File: config.mk
export PLATFORM = sky130hd
export DESIGN_NAME = rf_multiport
export DESIGN_NICKNAME = d
export VERILOG_FILES = /design/src/rtl/rf_multiport.sv
export SDC_FILE = /design/constraint.sdc
export NUM_CORES = 1
export LEC_CHECK = 0
export CAP_MARGIN = 25
export CELL_PAD_IN_SITES_DETAIL_PLACEMENT = 1
export CELL_PAD_IN_SITES_GLOBAL_PLACEMENT = 2
export CORE_MARGIN = 8
export CORE_UTILIZATION = 46
export CTS_CLUSTER_DIAMETER = 60
export CTS_CLUSTER_SIZE = 20
export DETAILED_ROUTE_END_ITERATION = 7
export PLACE_DENSITY_LB_ADDON = 0.1
export SYNTH_ARGS = -nofsm -noshare
export SYNTH_HDL_FRONTEND = slang
export SYNTH_SLANG_ARGS = --single-unit
File: constraint.sdc
create_clock -name clk -period 3.68 [get_ports clk]
set_input_delay 0.368 -clock clk [delete_from_list [all_inputs] [get_ports clk]]
set_output_delay 0.368 -clock clk [all_outputs]
set_load 0.02 [all_outputs]
File: src/rtl/rf_multiport.sv
// rtl/rf_multiport.sv - byte-enabled register file, two registered read ports, post-reset clear sweep
// Optional: define RF_ZERO_REG_EN to hardwire entry 0 to zero.
module rf_multiport #(
    parameter int WIDTH = 32,
    parameter int DEPTH = 16,
    parameter int AW    = 4
) (
    input  logic               clk,
    input  logic               rst,
    input  logic               wen,
    input  logic [AW-1:0]      wa,
    input  logic [WIDTH/8-1:0] wbe,
    input  logic [WIDTH-1:0]   din,
    input  logic [AW-1:0]      ra0,
    input  logic [AW-1:0]      ra1,
    output logic [WIDTH-1:0]   dout0,
    output logic [WIDTH-1:0]   dout1,
    output logic               busy,
    output logic               wr_err
);

    localparam int            NB      = WIDTH / 8;
    localparam logic [AW:0]   DEPTH_W = (AW+1)'(DEPTH);
    localparam logic [AW-1:0] LAST    = AW'(DEPTH - 1);

    typedef enum logic {CLEAR, IDLE} state_t;

    state_t            state, state_nx;
    logic [AW-1:0]     clr_ptr;
    logic [WIDTH-1:0]  mem [DEPTH];

    logic              wa_ok, ra0_ok, ra1_ok;
    logic              wr_acc, wr_rej;
    logic [WIDTH-1:0]  wr_word;
    logic [WIDTH-1:0]  rd0, rd1;

    always_comb begin
        state_nx = state;
        if (state == CLEAR && clr_ptr == LAST)
            state_nx = IDLE;
    end

    always_comb begin
        wa_ok  = {1'b0, wa}  < DEPTH_W;
        ra0_ok = {1'b0, ra0} < DEPTH_W;
        ra1_ok = {1'b0, ra1} < DEPTH_W;
`ifdef RF_ZERO_REG_EN
        // Entry 0 is constant zero: writes to it vanish without an error.
        ra0_ok = ra0_ok && (ra0 != '0);
        ra1_ok = ra1_ok && (ra1 != '0);
        wr_acc = (state == IDLE) && wen && wa_ok && (wa != '0);
`else
        wr_acc = (state == IDLE) && wen && wa_ok;
`endif
        wr_rej = wen && (busy || !wa_ok);

        wr_word = wa_ok ? mem[wa] : '0;
        for (int k = 0; k < NB; k++)
            if (wbe[k])
                wr_word[8*k +: 8] = din[8*k +: 8];

        // Write-first: an accepted write to the read address is forwarded merged.
        rd0 = '0;
        if (ra0_ok)
            rd0 = (wr_acc && wa == ra0) ? wr_word : mem[ra0];
        rd1 = '0;
        if (ra1_ok)
            rd1 = (wr_acc && wa == ra1) ? wr_word : mem[ra1];
    end

    always_ff @(posedge clk) begin
        if (rst) begin
            state   <= CLEAR;
            clr_ptr <= '0;
            busy    <= 1'b1;
            dout0   <= '0;
            dout1   <= '0;
            wr_err  <= 1'b0;
        end else begin
            state   <= state_nx;
            busy    <= (state_nx == CLEAR);
            clr_ptr <= (state == CLEAR && clr_ptr != LAST) ? clr_ptr + 1'b1 : '0;
            dout0   <= (state == CLEAR) ? '0 : rd0;
            dout1   <= (state == CLEAR) ? '0 : rd1;
            wr_err  <= wr_rej;
        end
    end

    // The array has no reset; the sweep zeroes it one entry per cycle.
    always_ff @(posedge clk) begin
        if (!rst) begin
            if (state == CLEAR)
                mem[clr_ptr] <= '0;
            else if (wr_acc)
                mem[wa] <= wr_word;
        end
    end

endmodule

==> results of run 1 <==
[synthesized netlist by cell type (all sizes together) (13+ instances only)]
| cell type | number |
|---|---|
| clkbuf | 61 |
| mux2i | 192 |
| mux2 | 187 |
| xor2 | 13 |
| nand2 | 68 |
| nor2 | 28 |
| o22ai | 125 |
| edfxtp | 512 |
| mux4 | 256 |
| o2111ai | 37 |
| dfxtp | 71 |
| inv | 41 |
| o21ai | 190 |
| buf | 120 |
| a22o | 64 |
[tightest hold or removal path: cells and delay by family]
| kind | cells | cell delay (ns) |
|---|---|---|
| buffers and inverters | 1 | 0.17 |
| muxes | 1 | 0.17 |
| AOI/OAI and AO/OA | 2 | 0.16 |
[cells by family (layout without fill, tap and decap cells)]
group,after synthesis,count (layout),share of synthesized area [%]
compound gates,432,432,8.81
buf+inv,222,339,3.60
mux,635,635,31.4
other cells,0,2,0
fa+ha+maj,1,1,0.0400
flops,583,583,53.8
xor+xnor,14,14,0.393
simple gates,141,141,2.04
[final timing paths]
| kind | depth (start not counted) | slack (ns) | to |
|---|---|---|---|
| worst max-delay path | 6 | 0.81 | dout1[10] |
| worst max register to register | 6 | 0.81 | dout1[10] |
| worst min-delay path | 4 | 0.33 | dout1[0] |
| worst min register to register | 1 | 0.48 | wr_err |
[sequential cells by signal (all words and copies together), names as in the netlist]
signal and cells:
state 1, dout0 32, busy 1, mem 512, wr_err 1, dout1 32, clr_ptr 4
[stage by stage]
stage | instance area, um^2 | hold slack (ns)
2_1_floorplan | 31200 | 0.508
3_3_place_gp | 33700 | 0.474
3_5_place_dp | 33700 | 0.478
4_1_cts | 35400 | 0.283
5_1_grt | 35400 | 0.313
6_report | 35400 | 0.327
[power by group through the flow]
| stage | clock, mW | sequential (mW) | combinational (mW) |
|---|---|---|---|
| 2_1_floorplan | 0 | 7.36 | 0.949 |
| 3_3_place_gp | 0 | 7.37 | 1.47 |
| 3_5_place_dp | 0 | 7.38 | 1.48 |
| 4_1_cts | 5.60 | 7.23 | 1.48 |
| 5_1_grt | 5.81 | 7.24 | 1.55 |
| 6_report | 5.50 | 7.23 | 1.50 |
[area by class of cell]
| type | instances | area [um^2] |
|---|---|---|
| Timing Repair Buffer | 207 | 2200 |
| Clock buffer | 54 | 1280 |
| Antenna cell | 2 | 5.00 |
| Tap cell | 873 | 1090 |
| Clock inverter | 37 | 414 |
| Multi-Input combinational cell | 1223 | 13500 |
| Fill cell | 6247 | 31700 |
| Sequential cell | 583 | 16800 |
| Inverter | 41 | 154 |
[metal layers]
| metal | up-vias | part of all wire [%] | GRT usage [%] |
|---|---|---|---|
| met4 | 0 | 2.8 | 7.97 |
| met5 | - | 0 | 0 |
| met2 | 891 | 50 | 47.1 |
| li1 | 8517 | - | - |
| met3 | 190 | 7.4 | 4.38 |
| met1 | 11100 | 40 | 35.1 |
==> impl_results.md, run 1 <==
* Placed insts at 2,924
* Num Clock Sinks at 583
* Switching pwr at 3.64 mW
* Largest net degree at the start of global routing at 95
* Buf/Inv on CP at 1
* Hold/Removal Path Class: in2reg
* Post-synthesis instance total at 2,028
* Status: completed
* Reg-to-reg startpoint: state
* Final hold vios at 0
* Iter 0 DRT Violations at 1,911
* Pleak at 11.0 nW
* Antenna Nets Post-Route at 0
* Syn nets at 2,080
* Clock power frac at 38.7%
* Seq pwr share at 50.8%
* Hold_buf cts at 0
* Critical path class: reg2reg
* CP max stage delay at 0.65 ns
* Critical path fanouts, max at 33
* Synth top area share at 49.2%
* Clk_lat worst skew at 0.63 ns
* Power Total at 14.2 mW
* DRT Pass-1 Iters at 5
* Global placer's final weighted congestion at 0.776
* Synthesized area per cell at 15.4 um^2
* CTS tree: yes
* Yosys top cell by area: edfxtp_1
* Layout cells sized above 1 at 30.7%
* Combinational fraction of design power at 10.5%
* Die Area at 76,500 um^2
* Die width at 277 um
* Setup crit end kind: flip-flop
* Period Utilization, post-route at 78.0%
* Syn. warnings at 0
* Core outline area at 67,200 um^2
* Cts bufs inserted at 49
* Post-CTS setup buffers at 0
* Critical Path Start: state
* IO Port Bufs at 116
* Clock skew at 0.0375 ns
* Setup WS post-layout at 0.808 ns
* Asr flop ratio synth at 0%
* # DRC at 0
* Final setup viols at 0
* Post-Layout Cell Count at 3,020
* Worst slew margin at 28.0%
* Pre-CTS setup slack at 0.386 ns
* H-Tree Depth at 2
* Die Ht at 277 um
* Top delay family on crit path: simple AND/OR/NAND/NOR gates
* Worst-margin pin slew at 1.08 ns
* PD cells at 401 nW/um^2
* Max Cap Viol at 0
* GRT Overall Usage at 27.2%
* WL final at 106 mm
* Total global routing overflow at 0
* Fin crit period at 2.87 ns
* Peak VDD IR at 0.629 mV
* Vias per Instance at 6.86
* Post_cts resized at 0
* Antenna violations before repair at 2
* Clock Tree Root: clkbuf_16
* Clk slew on worst S/H paths at 0.08 ns
* Sequential share of the synthesized area at 53.8%
* Detailed-route via count at 20,700
* Synthesized flop and latch total at 583
* Dominant synthesized flop cell: edfxtp_1
* Arr. time, crit path at 3.38 ns
* Syn-to-layout area delta at 13.5%
* CP startpoint kind: flip-flop
* Critical Path RT at 4.19 ns
* Worst Hold Launch: ra1[2]
* Vias in the first global route at 21,900
* Max clock buf depth at 3
* Final Core Density at 52.8%
* Setup_tns at 0 ns
* Commonest non-fill, non-tap cell in the layout: edfxtp_1
* Area contributors post-synth: edfxtp_1 49%, mux4_2 18%, mux2_2 6.7%
* Commonest non-fill, non-tap cells in the layout: 512 x edfxtp_1, 256 x mux4_2, 192 x mux2i_1, 187 x mux2_2, 125 x o22ai_1
* DR WL/cell at 35.2 um
* Slowest-stage cell, CP: dfxtp_1
* First-pass GRT wire length at 154 mm
* HPWL after DPL at 60.1 mm
* Synth cell types at 38
* Slew Limit Fails at 0
* # rows at 95
* RSZ-0062 raised after global routing: no
* Initial core utilization at 46.5%
* # IOs at 117
* NumNets Final at 2,157
* Post-synth EDFFs at 512
* Mapped cell area at 31,200 um^2
* Sw frac at 25.6%
* Int Pwr at 10.6 mW
* Cells along the critical path: nand3b_1 -> nor2_1 -> o221ai_4 -> buf_4 -> or3_1 -> o21ai_1
* Fmax at 348 MHz
Note: power is estimated with default switching activity, not from simulation.
==> run 2, diff against run 1 <==
- clock period: 3.68 -> 3 ns (I/O delays scaled with it)
==> impl_results.md, run 2 (synthesis gave the netlist of run 1 again) <==
* Antenna violations before repair at 0
* Top delay family on crit path: simple AND/OR/NAND/NOR gates
* Total global routing overflow at 0
* Detailed-route via count at 21,000
* Clock skew at 0.0189 ns
* # DRC at 0
* Commonest non-fill, non-tap cells in the layout: 512 x edfxtp_1, 256 x mux4_2, 192 x mux2i_1, 187 x mux2_2, 125 x o22ai_1
* Power Total at 17.7 mW
* Cells along the critical path: nand3b_1 -> nor2_1 -> o221ai_4 -> or2_2 -> buf_4 -> o22ai_1
* Slew Limit Fails at 0
* # rows at 95
* Core outline area at 67,200 um^2
* Final setup viols at 0
* Fin crit period at 2.77 ns
* Post-Layout Cell Count at 3,053
* Post_cts resized at 0
* WL final at 109 mm
* Clk slew on worst S/H paths at 0.08 ns
* Critical Path RT at 3.53 ns
* Placed insts at 2,959
* Vias in the first global route at 22,600
* Antenna Nets Post-Route at 0
* Final hold vios at 0
* Max reg flops at 512
* CP startpoint kind: flip-flop
* NumNets Final at 2,191
* Max Cap Viol at 0
* Layout cells sized above 1 at 31.8%
* N_diodes at 0
* PD cells at 491 nW/um^2
* Die width at 277 um
* DR WL/cell at 35.7 um
* Hold/Removal Path Class: in2reg
* Critical path class: reg2reg
* Initial core utilization at 46.5%
* Reg with most FFs: mem
* Die Area at 76,500 um^2
* Vias per Instance at 6.88
* Clk_lat worst skew at 0.62 ns
* H-Tree Depth at 2
* Worst-margin pin slew at 1.05 ns
* Area after DPL at 34,300 um^2
* Global placer's final weighted congestion at 0.796
* Largest net degree at the start of global routing at 67
* Peak VDD IR at 0.445 mV
* Cts bufs inserted at 50
* Arr. time, crit path at 3.30 ns
* Commonest non-fill, non-tap cell in the layout: edfxtp_1
* Multi-input logic area at 13,500 um^2
* Setup crit end kind: flip-flop
* Die Ht at 277 um
* Hold slack at 0.187 ns
* Max clock buf depth at 3
* Hold_buf cts at 0
* Pleak at 11.3 nW
* Num Clock Sinks at 583
* # IOs at 117
* DRT Pass-1 Iters at 5
* Buf/Inv on CP at 1
* Sequential Area at 16,800 um^2
* IO Port Bufs at 116
* HPWL after DPL at 65.5 mm
* Status: completed
* Fillers at 6,247
* GRT Overall Usage at 27.9%
* Iter 0 DRT Violations at 1,827
* Worst slew margin at 29.4%
* Slowest-stage cell, CP: dfxtp_1
* Biggest regs: mem x512, dout0 x32, dout1 x32
* Final Core Density at 53.6%
* Syn-to-layout area delta at 15.3%
* CTS tree: yes
* Final Cell Area at 36,000 um^2
* Fmax at 361 MHz
* Post-CTS setup buffers at 0
* CP max stage delay at 0.60 ns
* Critical path fanouts, max at 14
* RSZ-0062 raised after global routing: no
* Clock Tree Root: clkbuf_16
* First-pass GRT wire length at 159 mm
* Period Utilization, post-route at 92.2%
==> run 2: area by class of cell <==
type / count / area share, %
multi-input cells: 1223 / 37.5
clock buffers: 54 / 3.57
clock inverters: 39 / 1.22
flip-flops and latches: 583 / 46.6
repair buffers: 240 / 7.63
well taps: 873 / 3.03
inverters: 41 / 0.427
==> run 2: per-stage QoR <==
stage / setup TNS, ns / worst slack, ns
floorplan: -10.04 / -0.0398
global placement: 0 / 0.0861
detailed placement: 0 / 0.0407
CTS: 0 / 0.287
global route: 0 / 0.109
finish: 0 / 0.233
==> run 2: routing by layer <==
layer | vias up | wire length, um | track usage, %
met3 | 223 | 6890 | 4.30
met2 | 840 | 53600 | 47.2
met5 | - | 0 | 0
li1 | 8608 | - | -
met4 | 0 | 3550 | 9.35
met1 | 11300 | 45000 | 36.7
==> run 2: worst paths after layout <==
kind | cells past startpoint | endpoint | startpoint | slack, ns
worst max-delay path | 6 | dout0[23] | state | 0.23
worst min-delay path | 3 | dout1[26] | ra1[3] | 0.19
worst max register to register | 6 | dout0[23] | state | 0.23
worst min register to register | 1 | wr_err | busy | 0.48
==> run 2: power by group <==
group,switching (mW),internal (mW)
clock,3.43,3.48
combinational,1.09,0.823
sequential,0.0745,8.80
==> run 2: tightest hold or removal path, stage by stage <==
cell and delay [ns]:
buf_4 0.20, o21ai_1 0.16, o22ai_1 0.07
